--- src/rtl/dm_port_arbiter.sv ---
// Data-memory port arbiter: the MEM stage and an external burst requester share
// one memory port, with a starvation counter bounding either side's wait.
module dm_port_arbiter #(
  parameter int STARVE_MAX = 4
) (
  input  logic        clk_i,
  input  logic        rst_i,
  input  logic        cpu_read_i,
  input  logic        cpu_write_i,
  input  logic [31:0] cpu_addr_i,
  input  logic [31:0] cpu_wdata_i,
  output logic [31:0] cpu_rdata_o,
  output logic        cpu_stall_o,
  input  logic        ext_req_i,
  input  logic        ext_we_i,
  input  logic [31:0] ext_addr_i,
  input  logic [4:0]  ext_len_i,
  input  logic [31:0] ext_wdata_i,
  output logic        ext_ack_o,
  output logic [31:0] ext_rdata_o,
  output logic        ext_done_o,
  output logic        ext_busy_o,
  output logic [31:0] dm_addr_o,
  output logic [31:0] dm_wdata_o,
  output logic        dm_read_o,
  output logic        dm_write_o,
  input  logic [31:0] dm_rdata_i
);

  typedef enum logic {IDLE = 1'b0, BURST = 1'b1} state_t;

  localparam logic [2:0] SMAX = 3'(STARVE_MAX);

  state_t      state_r, state_s;
  logic [2:0]  starve_cnt_r, starve_cnt_s, starve_inc_s;
  logic [4:0]  rem_r, rem_s;
  logic [31:0] baddr_r, baddr_s;
  logic        bwe_r, bwe_s;
  logic        cpu_req_s;

  function automatic logic [4:0] eff_len(input logic [4:0] len);
    if (len == 5'd0) begin
      eff_len = 5'd1;
    end else if (len > 5'd16) begin
      eff_len = 5'd16;
    end else begin
      eff_len = len;
    end
  endfunction

  assign cpu_req_s   = cpu_read_i | cpu_write_i;
  assign cpu_rdata_o = dm_rdata_i;
  assign ext_rdata_o = dm_rdata_i;

  // Port steering and next-state logic; the CPU path stays combinational for zero latency.
  always_comb begin
    state_s      = state_r;
    starve_cnt_s = starve_cnt_r;
    rem_s        = rem_r;
    baddr_s      = baddr_r;
    bwe_s        = bwe_r;
    dm_addr_o    = cpu_addr_i;
    dm_wdata_o   = cpu_wdata_i;
    dm_read_o    = cpu_read_i;
    dm_write_o   = cpu_write_i;
    cpu_stall_o  = 1'b0;
    ext_ack_o    = 1'b0;
    ext_done_o   = 1'b0;
    ext_busy_o   = (state_r == BURST);
    starve_inc_s = (starve_cnt_r >= SMAX) ? SMAX : starve_cnt_r + 3'd1;

    case (state_r)
      IDLE: begin
        if (ext_req_i && (!cpu_req_s || starve_cnt_r == SMAX)) begin
          state_s      = BURST;
          baddr_s      = ext_addr_i & ~32'd3;
          bwe_s        = ext_we_i;
          rem_s        = eff_len(ext_len_i);
          starve_cnt_s = 3'd0;
        end else if (ext_req_i) begin
          starve_cnt_s = starve_inc_s;
        end else begin
          starve_cnt_s = starve_cnt_r;
        end
      end
      BURST: begin
        if (cpu_req_s && starve_cnt_r == SMAX) begin
          starve_cnt_s = 3'd0;
        end else begin
          dm_addr_o    = baddr_r;
          dm_wdata_o   = ext_wdata_i;
          dm_read_o    = !bwe_r;
          dm_write_o   = bwe_r;
          ext_ack_o    = 1'b1;
          cpu_stall_o  = cpu_req_s;
          baddr_s      = baddr_r + 32'd4;
          rem_s        = rem_r - 5'd1;
          starve_cnt_s = cpu_req_s ? starve_inc_s : 3'd0;
          if (rem_r == 5'd1) begin
            ext_done_o   = 1'b1;
            state_s      = IDLE;
            starve_cnt_s = 3'd0;
          end else begin
            ext_done_o   = 1'b0;
          end
        end
      end
      default: begin
        state_s = IDLE;
      end
    endcase

    // Reset silences the port in the same cycle so an aborted burst cannot write.
    if (rst_i) begin
      dm_addr_o   = 32'd0;
      dm_wdata_o  = 32'd0;
      dm_read_o   = 1'b0;
      dm_write_o  = 1'b0;
      cpu_stall_o = 1'b0;
      ext_ack_o   = 1'b0;
      ext_done_o  = 1'b0;
      ext_busy_o  = 1'b0;
    end else begin
      ext_busy_o  = (state_r == BURST);
    end
  end

  // Arbiter state registers with synchronous reset.
  always_ff @(posedge clk_i) begin
    if (rst_i) begin
      state_r      <= IDLE;
      starve_cnt_r <= 3'd0;
      rem_r        <= 5'd0;
      baddr_r      <= 32'd0;
      bwe_r        <= 1'b0;
    end else begin
      state_r      <= state_s;
      starve_cnt_r <= starve_cnt_s;
      rem_r        <= rem_s;
      baddr_r      <= baddr_s;
      bwe_r        <= bwe_s;
    end
  end

endmodule

--- config.mk ---
export PLATFORM = sky130hd
export DESIGN_NAME = dm_port_arbiter
export DESIGN_NICKNAME = d
export VERILOG_FILES = /design/src/rtl/dm_port_arbiter.sv
export SDC_FILE = /design/constraint.sdc
export NUM_CORES = 1
export LEC_CHECK = 0
export CAP_MARGIN = 20
export CORE_AREA = 2 2 119 121
export CTS_CLUSTER_DIAMETER = 150
export DETAILED_ROUTE_END_ITERATION = 10
export DIE_AREA = 0 0 121 123
export PLACE_DENSITY_LB_ADDON = 0.2
export SLEW_MARGIN = 20
export SYNTH_ARGS = -nofsm -noshare
export SYNTH_HDL_FRONTEND = slang
export SYNTH_SLANG_ARGS = --single-unit
--- constraint.sdc ---
create_clock -name clk_i -period 5.1 [get_ports clk_i]
set_input_delay 0.51 -clock clk_i [delete_from_list [all_inputs] [get_ports clk_i]]
set_output_delay 0.51 -clock clk_i [all_outputs]
set_load 0.01 [all_outputs]
==> flow_metrics.py <==
metrics = {
    "outcome": {
        "status": "complete, no violations",
    },
    "sta": {
        "fin_crit_sh_pct": 66.6,
        "fmax_mhz": 295,
        "period_needed_ps": 3400,
        "relSlewSlack_pct": 26.7,
        "worst_pin_slew_ps": 1100,
        "setup_ws_ps": 1700,
        "slew_viol_final": 0,
        "setup_viol": 0,
        "whs_ps": 518,
        "skew_ps": 4.89,
        "fin_setup_tns_ps": 0,
        "rsz0062_at_grt": "no",
        "hold_violations": 0,
    },
    "place": {
        "placed_cell_area_um2": 5760,
        "post-place-ws_ps": 1660,
        "gp_congestion": 0.842,
        "portBuffers": 206,
        "dp_hpwl_um": 11300,
    },
    "finish": {
        "final.fill_count": 1374,
        "design_area_um2": 5910,
        "num_antenna_cells": 0,
        "area_delta_synth_final_pct": 46.4,
        "nNetsFinal": 915,
        "drive_gt1_share_pct": 5.54,
    },
    "die": {
        "start_util_pct": 29.6,
        "die_area_um2": 14900,
        "io_pins": 305,
        "num_rows": 43,
        "die_w_um": 121,
        "fp.dieH_um": 123,
        "core_area_um2": 13600,
    },
    "power": {
        "p_sw_share_pct": 30.6,
        "p_seq_share_pct": 34.2,
        "p_total_mw": 1.06,
        "combPwrFrac_pct": 35.4,
        "powerDensity_nw_per_um2": 180,
        "p_int_uw": 738,
        "peakVddDrop_uv": 122,
        "leakage_nw": 2.19,
        "clkPwrFrac_pct": 30.4,
        "p_sw_uw": 325,
    },
    "clock_network": {
        "cts.clk_slew.worst_paths_ps": 60,
        "cts_buffer_depth": 2,
        "clk_latency_ps": 280,
        "cts-buffers-inserted": 5,
        "cts_tree": "yes",
        "cts_hold_buf": 0,
        "clkSinkCount": 40,
        "cts_root_buffer": "clkbuf_16",
        "ctsResizeCount": 0,
        "htreeDepth": 2,
        "cts_setup_buffers": 0,
    },
    "synth": {
        "ys_async_sr_fraction_pct": 0,
        "syn_area_um2": 4040,
        "post-synth-top-area-cell": "dfxtp_1",
        "netlist_instances": 622,
        "ys_seq_area_share_pct": 19.8,
        "synth_edf_count": 0,
        "synth_area_leaders": "dfxtp_1 20%, nand2_1 15%, buf_4 12%",
        "synth_common_cells": "161 x nand2_1, 94 x a21oi_1, 65 x buf_4",
        "synth.most_common_cell": "nand2_1",
        "syn_nets": 798,
        "ys.flop_type": "dfxtp_1",
        "yosysWarnings": 0,
        "synth_area_per_cell_um2": 6.49,
        "ys_ff_latch": 40,
        "synth_top_cell_area_share_pct": 19.8,
        "yosysUniqueCellTypes": 64,
    },
    "global_routing": {
        "grt_pass1_wl_um": 23000,
        "antenna_found_initial": 0,
        "grt_pass1_vias": 4537,
        "globalRouteOverflowTotal": 0,
        "grt_usage_pct": 19.0,
        "grt_max_degree": 100,
    },
    "setup_path": {
        "worst-endpoint-arrival_ps": 2890,
        "ff2ff_path_depth": 7,
        "r2r_end": "baddr_r[14]",
        "cp-start-kind": "input pin",
        "setup.worst_path.class": "in2out",
        "critPathRequiredTime_ps": 4590,
        "cp-startpoint": "cpu_read_i",
        "crit_fanout": 58,
        "endpoint_kind": "output pin",
        "r2r_setup_slack_ps": 2130,
        "worstReg2RegStart": "state_r",
        "endpoint": "dm_addr_o[12]",
    },
    "detailed_routing": {
        "drtIter0Drc": 228,
        "post_drt_wl_per_cell_um": 16.7,
        "postRouteAntennaNets": 0,
        "routed_via_density": 5.21,
        "dr_total_vias": 4789,
        "drt-pass1-iter-count": 5,
        "routed_wl_um": 15400,
        "route.detailed.drc": 0,
    },
    "min_path": {
        "hold_path.class": "reg2reg",
    },
    "job": {
        "cap_violations": 0,
    },
}
==> power by group through the flow <==
stage                     Sequential [mW]  Clock (mW)  Combinational [mW]
after global routing                0.367       0.339               0.411
after global placement              0.369           0               0.373
after CTS                           0.363       0.329               0.380
final                               0.364       0.323               0.377
after detailed placement            0.370           0               0.378
after floorplan                     0.358           0               0.220
==> critical path, cell delays in order <==
cell and delay [ps]:
clkdlybuf4s50_1 430, or2_2 380, a31oi_4 360, buf_12 290, nand2_1 90, a21oi_1 200
clkdlybuf4s50_1 610
==> how the worst min path moves through the flow <==
| stage | startpoint | endpoint | depth (start not counted) |
|---|---|---|---|
| 6_report | bwe_r | bwe_r | 2 |
| 5_1_grt | bwe_r | bwe_r | 2 |
| 2_1_floorplan | bwe_r | bwe_r | 2 |
| 3_3_place_gp | rem_r[1] | rem_r[1] | 2 |
| 3_5_place_dp | rem_r[1] | rem_r[1] | 2 |
| 4_1_cts | bwe_r | bwe_r | 2 |
==> layer usage <==
layer  up-vias  part of all wire, %  global-route usage (%)
li1       2358                    -                       -
met1      2225                   43                    24.3
met2       181                   48                    32.7
met3        25                  6.8                    3.27
met4         0                  1.8                    5.67
met5         -                    0                       0
==> through the flow <==
stage          utilization, %  instances
2_1_floorplan               -        622
3_3_place_gp             42.3        912
3_5_place_dp             42.3        912
4_1_cts                  43.4        920
5_1_grt                  43.4        920
6_report                 43.4        920
==> final cells by class <==
cell class / instances / area, um2 / share of cell area (%)
tap: 180 / 225 / 3.81
sequential: 40 / 801 / 13.6
inverter: 12 / 45.0 / 0.762
clock inverter: 2 / 10.0 / 0.169
timing repair buffer: 215 / 2140 / 36.2
multi-input combinational: 465 / 2550 / 43.2
clock buffer: 6 / 139 / 2.35
==> logic make-up after synthesis <==
logic type	after synthesis	share of synthesized area [%]
and+or+nand+nor	288	34.4
AOI/OAI and AO/OA	166	24.8
buffers and inverters	117	17.9
DFF	40	19.8
muxes	6	1.49
adders and majority gates	5	1.55
==> layout by cell type (no fill, tap or decap), types with 6 or more instances in the layout <==
master / n
a21oi_1: 94
and3_1: 15
buf_4: 9
clkdlybuf4s50_1: 205
dfxtp_1: 40
inv_1: 10
mux2i_1: 6
nand2_1: 161
nand3_1: 12
nand4_1: 11
nor2_1: 29
nor3_1: 18
o21ai_0: 18
==> state kept, by name, summed over array words and instances, names as in the netlist <==
| signal | count |
|---|---|
| baddr_r | 30 |
| starve_cnt_r | 3 |
| rem_r | 5 |
| bwe_r | 1 |
| state_r | 1 |
Power figures use the tool's default switching activity.
